<file path="config.mk">
export PLATFORM = sky130hd
export DESIGN_NAME = pipe_ctrl
export DESIGN_NICKNAME = d
export VERILOG_FILES = /design/src/rtl/pipe_ctrl_pkg.sv /design/src/rtl/pipe_ctrl_md_timer.sv /design/src/rtl/pipe_ctrl.sv
export SDC_FILE = /design/constraint.sdc
export NUM_CORES = 1
export LEC_CHECK = 0
export ABC_AREA = 1
export CORE_AREA = 2 2 73 75
export CTS_CLUSTER_DIAMETER = 120
export DETAILED_ROUTE_END_ITERATION = 8
export DIE_AREA = 0 0 75 77
export GPL_TIMING_DRIVEN = 0
export PLACE_DENSITY_LB_ADDON = 0.15
export SLEW_MARGIN = 40
export SYNTH_ARGS = -nofsm -noshare
export SYNTH_HDL_FRONTEND = slang
export SYNTH_SLANG_ARGS = --single-unit
</file>
<file path="constraint.sdc">
create_clock -name clk -period 1.8 [get_ports clk]
set_input_delay 0.18 -clock clk [delete_from_list [all_inputs] [get_ports clk]]
set_output_delay 0.18 -clock clk [all_outputs]
set_load 0.02 [all_outputs]
</file>
<file path="src/rtl/pipe_ctrl_pkg.sv">
// Shared definitions for the pipeline controller: multiply/divide timer
// state encoding, counter width and default operation latencies.
package pipe_ctrl_pkg;

    localparam int unsigned CntWidth          = 4;
    localparam int unsigned MultCyclesDefault = 5;
    localparam int unsigned DivCyclesDefault  = 10;

    typedef logic [CntWidth-1:0] md_cnt_t;

    typedef enum logic {
        StIdle = 1'b0,
        StBusy = 1'b1
    } md_state_e;

endpackage

</file>
<file path="src/rtl/pipe_ctrl_md_timer.sv">
// Multiply/divide occupancy timer: down-counts the operation latency and
// reports a registered busy flag plus a one-cycle completion pulse.
module pipe_ctrl_md_timer
    import pipe_ctrl_pkg::*;
#(
    parameter int unsigned MULT_CYCLES = MultCyclesDefault,
    parameter int unsigned DIV_CYCLES  = DivCyclesDefault
) (
    input  logic clk,
    input  logic reset,
    input  logic start,
    input  logic is_div,
    output logic busy,
    output logic done
);

    localparam md_cnt_t MultLoad = md_cnt_t'(MULT_CYCLES);
    localparam md_cnt_t DivLoad  = md_cnt_t'(DIV_CYCLES);

    md_state_e state_q;
    md_cnt_t   cnt_q;
    logic      done_q;

    // The unit keeps counting through freeze; only a new start reloads it.
    always_ff @(posedge clk or negedge reset) begin
        if (!reset) begin
            state_q <= StIdle;
            cnt_q   <= '0;
            done_q  <= 1'b0;
        end else begin
            done_q <= 1'b0;
            if (start) begin
                cnt_q   <= is_div ? DivLoad : MultLoad;
                state_q <= StBusy;
            end else begin
                case (state_q)
                    StIdle: begin
                        cnt_q <= '0;
                    end
                    StBusy: begin
                        cnt_q <= cnt_q - md_cnt_t'(1);
                        if (cnt_q == md_cnt_t'(1)) begin
                            state_q <= StIdle;
                            done_q  <= 1'b1;
                        end
                    end
                endcase
            end
        end
    end

    // Loads are never zero, so StBusy is exactly cnt != 0.
    assign busy = (state_q == StBusy);
    assign done = done_q;

endmodule

</file>
<file path="src/rtl/pipe_ctrl.sv">
// Pipeline hazard/stall controller: write enables, bubble insertion and a
// saturating stall counter, with multiply/divide occupancy tracking.
module pipe_ctrl
    import pipe_ctrl_pkg::*;
#(
    parameter int unsigned MULT_CYCLES = MultCyclesDefault,
    parameter int unsigned DIV_CYCLES  = DivCyclesDefault
) (
    input  logic        clk,
    input  logic        reset,
    input  logic        hazard_stall,
    input  logic        freeze,
    input  logic        D_md_use,
    input  logic        E_start,
    input  logic        E_is_div,
    output logic        PC_WE,
    output logic        D_WE,
    output logic        E_WE,
    output logic        M_WE,
    output logic        W_WE,
    output logic        E_clr,
    output logic        md_busy,
    output logic        md_done,
    output logic [31:0] stall_cnt
);

    logic        start_acc;
    logic        md_stall;
    logic        stall;
    logic [31:0] stall_cnt_q;

    assign start_acc = E_start & ~freeze;

    pipe_ctrl_md_timer #(
        .MULT_CYCLES (MULT_CYCLES),
        .DIV_CYCLES  (DIV_CYCLES)
    ) u_md_timer (
        .clk    (clk),
        .reset  (reset),
        .start  (start_acc),
        .is_div (E_is_div),
        .busy   (md_busy),
        .done   (md_done)
    );

    // An md op entering E also blocks a dependent D instruction this cycle.
    assign md_stall = D_md_use & (md_busy | E_start);
    assign stall    = (hazard_stall | md_stall) & ~freeze;

    always_comb begin
        PC_WE = 1'b0;
        D_WE  = 1'b0;
        E_WE  = 1'b0;
        M_WE  = 1'b0;
        W_WE  = 1'b0;
        E_clr = 1'b0;
        if (reset && !freeze) begin
            E_WE = 1'b1;
            M_WE = 1'b1;
            W_WE = 1'b1;
            if (stall) begin
                E_clr = 1'b1;
            end else begin
                PC_WE = 1'b1;
                D_WE  = 1'b1;
            end
        end
    end

    always_ff @(posedge clk or negedge reset) begin
        if (!reset) begin
            stall_cnt_q <= '0;
        end else if (stall && (stall_cnt_q != '1)) begin
            stall_cnt_q <= stall_cnt_q + 32'd1;
        end
    end

    assign stall_cnt = stall_cnt_q;

endmodule

</file>
==> flow_summary.json <==
{
  "worstReg2RegStart": "stall_cnt[0]$_DFFE_PN0P_",
  "vias": 2590,
  "ff2ff_path_depth": 9,
  "crit_type": "reg -> out",
  "die_h_um": 77,
  "fmax_mhz": 587.7,
  "synth.cell_area_mm2": 0.002596,
  "core_area_mm2": 0.004977,
  "hold_path_class": "in -> async",
  "cpPeakStageDelay_ns": 0.42,
  "synth_compound_area_share_pct": 2.265,
  "cts_sinks": 38,
  "slowest_stage": "dfrtp_1",
  "grt_antenna_before_repair": 0,
  "ioPinCount": 47,
  "rrSetupSlack_ns": 0.11,
  "report.final.slew_viol_count": 0,
  "ant_nets": 0,
  "initial_utilization_pct": 52.16,
  "worstMarginPinSlew_ns": 0.3661,
  "grt_pass1_wl_um": 11040,
  "synth_top_area_share_pct": 36.63,
  "path_cells": "o21ai_0, nand2_1, nor2_1, buf_4, dlygate4sd2_1",
  "root_buffer": "clkbuf_8",
  "track_usage_pct": 24.73,
  "synthMuxAreaShare_pct": 0,
  "power.total_uw": 2640,
  "relSlewSlack_pct": 75.50,
  "final.setup.tns_ns": 0,
  "cp_max_fo": 4,
  "ys_seq_elements": 38,
  "synthSimpleGateAreaFrac_pct": 46.27,
  "outcome": "completed",
  "skew_ns": 0.005176,
  "seq_area_frac_synth_pct": 36.63,
  "grt_overflow": 0,
  "yosysWarnings": 0,
  "final_net_count": 470,
  "dr.pass1.iters": 4,
  "clk_pin_slew_ns": 0.08,
  "ir_drop_mv": 0.6955,
  "syn2layout_area_growth_pct": 29.01,
  "antenna_cells": 0,
  "synth_cells": 403,
  "dieArea_mm2": 0.005775,
  "cts_tree": "yes",
  "synthesis.nets": 413,
  "htree_levels": 2,
  "finalCritPeriodShare_pct": 94.53,
  "startpoint_type": "register",
  "via_per_inst": 4.878,
  "critical_path.reg2reg.endpoint": "stall_cnt[2]$_DFFE_PN0P_",
  "dp_cells": 519,
  "worstPathRequired_ns": 1.62,
  "first_global_vias": 2394,
  "clk_path_buf_depth": 2,
  "avgSynthCellArea_um2": 6.442,
  "synth_top_family_by_area": "simple AND/OR/NAND/NOR gates",
  "drive_gt1_share_pct": 8.243,
  "synth_top_cells_by_area": "dfrtp_1 (37%), nand2_1 (29%), nor2_1 (8.1%)",
  "setup_slack_ns": 0.09845,
  "finalSetupViolCount": 0,
  "die_w_um": 75,
  "grt_max_degree": 39,
  "place.gp.congestion": 0.9237,
  "power_density_mw_per_mm2": 788.3,
  "clk-insertion-delay-late_ns": 0.30,
  "rows": 26,
  "synthDistinctLibCells": 25,
  "synth_xor_area_share_pct": 4.723,
  "power.leakage_uw": 0.001673,
  "wl_per_cell_um": 12.33,
  "hold_violations": 0,
  "io_buffers": 46,
  "fin_crit_ns": 1.702,
  "cap_violations": 0,
  "synth-adder-area-share_pct": 1.446,
  "finalWirelength_um": 6547,
  "fin_cells": 531,
  "remaining_drc_errors": 0,
  "place_ws_ns": -0.06530,
  "synth_top_area_cell": "dfrtp_1",
  "critPathCaptureType": "primary output",
  "cp_data_arrival_time_ns": 1.52,
  "hpwl_um": 4909,
  "numCtsBuffers": 5,
  "startpoint": "u_md_timer.busy$_DFF_PN0_",
  "drtIter0Drc": 157
}
[critical path: cells and delay by family, from the launching register on]
kind / cells / cell delay [ns]
simple gates: 2 / 0.20
compound gates: 1 / 0.16
flops: 1 / 0.42
buf+inv: 2 / 0.44
[cell usage in the layout (no fill, tap or decap), types with 2 or more instances in the layout]
| master | netlist | layout |
|---|---|---|
| nand2_1 | 202 | 202 |
| nor2_1 | 56 | 56 |
| clkdlybuf4s50_1 | 0 | 40 |
| inv_1 | 38 | 38 |
| dfrtp_1 | 38 | 36 |
| nand3_1 | 15 | 15 |
| xor2_1 | 8 | 8 |
| xnor2_1 | 6 | 6 |
| o21ai_0 | 6 | 6 |
| clkbuf_8 | 0 | 6 |
| buf_4 | 3 | 5 |
| o22ai_1 | 3 | 3 |
| nand2_2 | 3 | 3 |
| nand2_4 | 3 | 3 |
| nor2_4 | 3 | 3 |
| buf_2 | 3 | 3 |
| dlygate4sd2_1 | 0 | 3 |
| a21oi_1 | 2 | 2 |
| nor2_2 | 2 | 2 |
| buf_8 | 2 | 2 |
| buf_6 | 1 | 2 |
| ha_1 | 3 | 2 |
| bufinv_16 | 0 | 2 |
| dlymetal6s2s_1 | 0 | 2 |
| dfrtp_2 | 0 | 2 |
[final cells by class]
cell class,count,area [um2]
fill,468,1628
tap,70,87.58
buffer,9,78.83
clock inverter,2,60.06
inverter,39,146.4
timing repair buffer,50,508.0
multi-input combinational,317,1433
sequential,38,953.4
clock buffer,6,82.58
[sequential cells by signal (all words and copies together) (netlist names)]
register	flops
stall_cnt	32
u_md_timer.busy	1
u_md_timer.cnt_q	4
u_md_timer.done	1
[worst max path at each step]
stage	end	slack (ns)	depth (start not counted)
after floorplan	stall_cnt[11]$_DFFE_PN0P_	0.07	9
after global placement	PC_WE	-1.46	5
after detailed placement	PC_WE	-0.07	5
after CTS	stall_cnt[3]$_DFFE_PN0P_	0.05	9
after global routing	stall_cnt[3]$_DFFE_PN0P_	-0.004	9
final	PC_WE	0.1	5
[metal layers]
layer	vias to the layer above	track usage, %	wire, um
met3	16	5.125	394
met2	79	36.67	2945
met4	0	10.89	140
met1	1172	34.27	3067
met5	-	0	0
li1	1323	-	-
[power breakdown]
group          leakage [uW]  switching, uW  total [uW]  internal, uW
clock network     0.0000714            319         910           591
logic               0.00109            361         663           302
registers          0.000512            113        1070           954
[metrics by stage]
step                instance area (um2)  hold slack, ns  utilization (%)
floorplan                          2596         -0.1156                -
global placement                   3144          0.4872            63.17
detailed placement                 3142          0.1858            63.12
CTS                                3318          0.4549            66.67
global route                       3349          0.4555            67.30
finish                             3349          0.4353            67.30
[cell usage after synthesis (all sizes together)]
cell type	count
nand2	208
nor2	62
inv	39
dfrtp	38
nand3	15
buf	9
xor2	8
o21ai	6
xnor2	6
ha	3
o22ai	3
a21oi	2
nand3b	2
and2	1
nor3	1
[timing repair]
| item | 4_1_cts | 5_1_grt |
|---|---|---|
| hold endpoints to repair | 38 | 0 |
| setup endpoints to repair | 35 | 32 |
| setup buffers | 0 | 2 |
| resized for setup | 6 | 4 |
| hold buffers | 2 | 0 |
[kinds of logic (layout without fill, tap and decap cells)]
logic type               Yosys count  count (layout)
AND/OR/NAND/NOR                  289             289
buffers and inverters             48             106
flip-flops                        38              38
XOR/XNOR                          14              14
AO/OA/AOI/OAI                     11              11
adder cells (fa/ha/maj)            3               3
Note: power is estimated with default switching activity, not from simulation.
==> RTL edit 1, RTL diff (config.mk and constraints unchanged) <==
Put one more register stage on the output `stall_cnt`, with the module's reset. The value now appears one clock later. The other outputs are not delayed to match.
--- a/src/rtl/pipe_ctrl.sv
+++ b/src/rtl/pipe_ctrl.sv
@@ -76,5 +76,11 @@
     end
 
-    assign stall_cnt = stall_cnt_q;
+    always_ff @(posedge clk or negedge reset) begin
+        if (!reset) begin
+            stall_cnt <= '0;
+        end else begin
+            stall_cnt <= stall_cnt_q;
+        end
+    end
 
 endmodule
Function: changed (a bounded check fails within 4 cycles, from zero or initial values and one cycle with reset low).
==> RTL edit 1 against the unedited design <==
  * Non-clock buffer count grew 2
  * Combinational power grew 9.0%
  * Final area increased by 23%
  * Sequential cell count up 32
  * Sequential power is 71% higher
  * Worst setup slack lost 95 ps
  * Area after synthesis increased by 26%
  * Hold slack better by 6.4 ps
  * Total power up 43%
  * Maximum frequency decreased by 5.3%
  * Sequential share of layout area is 14 points higher
  * First-iteration DRC count is 16% higher
  * Routed wire length up 17%
  * Clock power up 34%
  * Critical path type unchanged
  * Largest power group unchanged
==> RTL edit 1: results <==
metrics = {
    "outcome": {
        "status": "completed",
    },
    "logic_synthesis": {
        "synth_common_cells": "nand2_1, dfrtp_1, nor2_1",
        "synth_nets": 416,
        "ys_top_cells_by_area": "dfrtp_1, nand2_1, nor2_1",
    },
    "global_route": {
        "grt_pass1_wl_um": 12200,
        "global_route.usage.met2": 0.436,
        "grt_util_all_layers": 0.280,
        "use_met3": 0.0723,
        "grt_start_max_net_pins": 37,
    },
    "cells_and_area": {
        "layout.nets": 481,
        "drive_gt1_frac": 0.101,
    },
    "route": {
        "dr_wl_met2_um": 3880,
        "drtIter0Drc": 182,
        "wl_per_cell_um": 14.1,
        "route.vias.total": 2817,
        "m1WireLength_um": 3180,
    },
    "critical_path": {
        "worst_r2r_path_depth": 11,
        "rrSetupSlack_ps": 50,
        "regToRegStartpoint": "stall_cnt_q[1]",
        "regToRegEndpoint": "stall_cnt_q[21]",
    },
    "min_path": {
        "holdCritPathClass": "reg -> reg",
    },
    "placement": {
        "gp_congestion": 0.913,
    },
    "cts": {
        "cts_buffers": 9,
        "insertion_delay_ps": 350,
    },
    "sta": {
        "worstMarginPinSlew_ps": 432,
    },
    "power_and_ir_drop": {
        "peakVddDrop_mv": 1.22,
    },
}
[RTL edit 1: changes by cell type after synthesis, moves of 3 or more]
cell	before	now
nand2_1	202	167
dfrtp_1	38	70
nand4_1	0	7
nand3b_1	1	5
o21ai_1	0	3
[RTL edit 1: timing repair]
| action | in CTS | in global routing |
|---|---|---|
| resized for setup | 6 | 14 |
| endpoints found under the hold margin | 34 | 0 |
| setup buffers | 0 | 5 |
| hold buffers | 2 | 0 |
| pin swaps | 0 | 3 |
| cloned | 0 | 0 |
| endpoints found under the setup margin | 3 | 33 |
[RTL edit 1: cells by family (layout without fill, tap and decap cells)]
logic type	count (synthesis)	in the layout	synth area share
AOI/OAI and AO/OA	11	11	0.0180
xor gates and xnor gates	12	12	0.0322
adders and majority gates	3	3	0.0115
buffers and inverters	47	115	0.0632
DFF	70	70	0.537
and+or+nand+nor	263	263	0.338
[RTL edit 1: through the flow]
stage,setup slack (ps),hold WS (ps),instances,util
2_1_floorplan,236,-116,406,-
3_3_place_gp,-2460,426,522,0.766
3_5_place_dp,-155,147,523,0.769
4_1_cts,2.72,433,539,0.812
5_1_grt,-63.0,465,544,0.828
6_report,3.54,442,544,0.828
[RTL edit 1: power breakdown]
group          switching (mW)  internal (mW)  leakage (nW)
Combinational           0.392          0.330         0.936
Sequential              0.120           1.71         0.949
Clock                   0.522          0.702        0.0956
[RTL edit 1: cell type report]
| class | count | area, sq um |
|---|---|---|
| plain buffers | 7 | 57.6 |
| clock buffers | 13 | 159 |
| clock inverters | 1 | 30.0 |
| fillers | 316 | 856 |
| inverters | 40 | 153 |
| multi-input cells | 289 | 1340 |
| flip-flops and latches | 70 | 1760 |
| well taps | 70 | 87.6 |
| repair buffers | 54 | 536 |
==> RTL edit 2, RTL diff (config.mk and constraints unchanged) <==
Made on the original files. `CntWidth`: 4 -> 5.
--- a/src/rtl/pipe_ctrl_pkg.sv
+++ b/src/rtl/pipe_ctrl_pkg.sv
@@ -3,5 +3,5 @@
 package pipe_ctrl_pkg;
 
-    localparam int unsigned CntWidth          = 4;
+    localparam int unsigned CntWidth          = 5;
     localparam int unsigned MultCyclesDefault = 5;
     localparam int unsigned DivCyclesDefault  = 10;
Behaviour: no difference found for any inputs over 10 cycles, from zero or initial values and one cycle with reset low; that may be too few to reach the edited logic, so the function may still have changed.
==> RTL edit 2 against the unedited design <==
  * Area after synthesis decreased by 0.67%
  * Final area grew 0.49%
  * Routed wire length rose by 5.1%
  * Total power down 5.5%
  * Sequential cell count increased by 1
  * Largest power group unchanged
  * Highest routed layer unchanged
  * Count of clock-buffer cells in the layout is 1 lower
  * Sequential share of layout area is 1.1 points higher
  * Worst setup slack better by 15 ps
==> RTL edit 2: results <==
metrics = {
    "cts": {
        "clock-root-buffer": "clkbuf_8",
        "cts_buffers": 5,
        "h-tree-depth": 2,
        "clk_pin_slew_ps": 80,
        "insertion_delay_ps": 300,
    },
    "placement": {
        "hpwl_um": 5080,
        "placed_cell_area_sq_um": 3120,
        "dp_cells": 512,
        "gp_congestion": 0.890,
        "post-place-ws_ps": -289,
    },
    "critical_path": {
        "arrival_ps": 1880,
        "crit_family": "simple AND/OR/NAND/NOR gates",
        "critPathMaxFanout": 10,
        "regToRegStartpoint": "stall_cnt[1]",
        "slowest_delay_ps": 400,
        "critPathKind": "reg -> reg",
    },
    "power_and_ir_drop": {
        "p_sw_frac": 0.351,
        "peakVddDrop_mv": 0.783,
        "switching_power_mw": 0.875,
        "power_leakage_nw": 1.50,
        "p_clk_mw": 0.609,
        "power_frac_comb": 0.314,
    },
    "cells_and_area": {
        "layout.nets": 468,
        "nFillCells": 450,
        "largest_reg_flops": 32,
        "drive_gt1_frac": 0.124,
    },
    "route": {
        "drtIter0Drc": 150,
        "wl_per_cell_um": 13.0,
        "vias_per_cell": 4.99,
        "first_pass_iters": 4,
        "route.vias.total": 2640,
    },
    "sta": {
        "fin_setup_tns_ps": 0,
        "skew_ps": 6.28,
        "worstMarginPinSlew_ps": 334,
    },
    "logic_synthesis": {
        "ys_top_cells_by_area": "dfrtp_1, nand2_1, nor2_1",
        "synth_xor_area_frac": 0.0340,
        "syn_inst": 396,
        "ys.flop_type": "dfrtp_1",
        "synth_common_cells": "nand2_1, nor2_1, dfrtp_1, inv_1, nand3_1",
        "synth_nets": 406,
        "synth-compound-area-share": 0.0252,
        "synth_mux_area_frac": 0,
        "ys_types": 27,
        "yosys.area_share.adder": 0.0146,
        "synth_warnings": 0,
        "yosysSeqAreaShare": 0.378,
    },
    "global_route": {
        "grt_pass1_wl_um": 11200,
        "grt_pass1_vias": 2402,
        "grt_start_max_net_pins": 40,
        "grt_util_all_layers": 0.252,
    },
    "min_path": {
        "holdCritPathClass": "in -> async",
    },
    "outcome": {
        "status": "completed",
    },
}
## RTL edit 2: final cells by class
cell class | instances | area [sq um] | area share
plain buffers | 7 | 53.8 | 0.0160
clock buffers | 5 | 68.8 | 0.0204
clock inverters | 3 | 20.0 | 0.00595
inverters | 41 | 156 | 0.0465
multi-input cells | 309 | 1440 | 0.429
flip-flops and latches | 39 | 995 | 0.296
well taps | 70 | 87.6 | 0.0260
repair buffers | 55 | 541 | 0.161
## RTL edit 2: metal layers
layer,routed length [um],global-route usage,vias to the layer above,part of all wire
met3,352,0.0512,8,0.051
met5,0,0,-,0
li1,-,-,1345,-
met2,3300,0.402,70,0.48
met4,75,0.0768,0,0.011
met1,3150,0.341,1217,0.46
## RTL edit 2: logic make-up (layout without fill, tap and decap cells)
group           after synthesis  count (layout)
simple gates                284             284
fa+ha+maj                     3               3
compound gates               12              12
buf+inv                      48             111
flops                        39              39
xor+xnor                     10              10
## RTL edit 2: final timing paths
check                                       to  slack, ps  cells past startpoint
min in group clk           u_md_timer.cnt_q[0]        510                      1
min                        u_md_timer.cnt_q[2]        430                      3
max in group asynchronous        stall_cnt[29]       1150                      3
min reg2reg                u_md_timer.cnt_q[0]        510                      1
max reg2reg                      stall_cnt[29]        110                     11
max                              stall_cnt[29]        110                     11
## RTL edit 2: tightest hold or removal path, stage by stage
cell,delay [ps]
buf_4,90
dlygate4sd3_1,590
buf_12,240
## RTL edit 2: repair_timing
action | in CTS | in global routing
gates cloned | 0 | 0
hold endpoints to repair | 39 | 0
endpoints found under the setup margin | 31 | 31
hold buffers | 2 | 0
setup buffers | 3 | 4
pin swaps | 1 | 4
resized for setup | 5 | 27
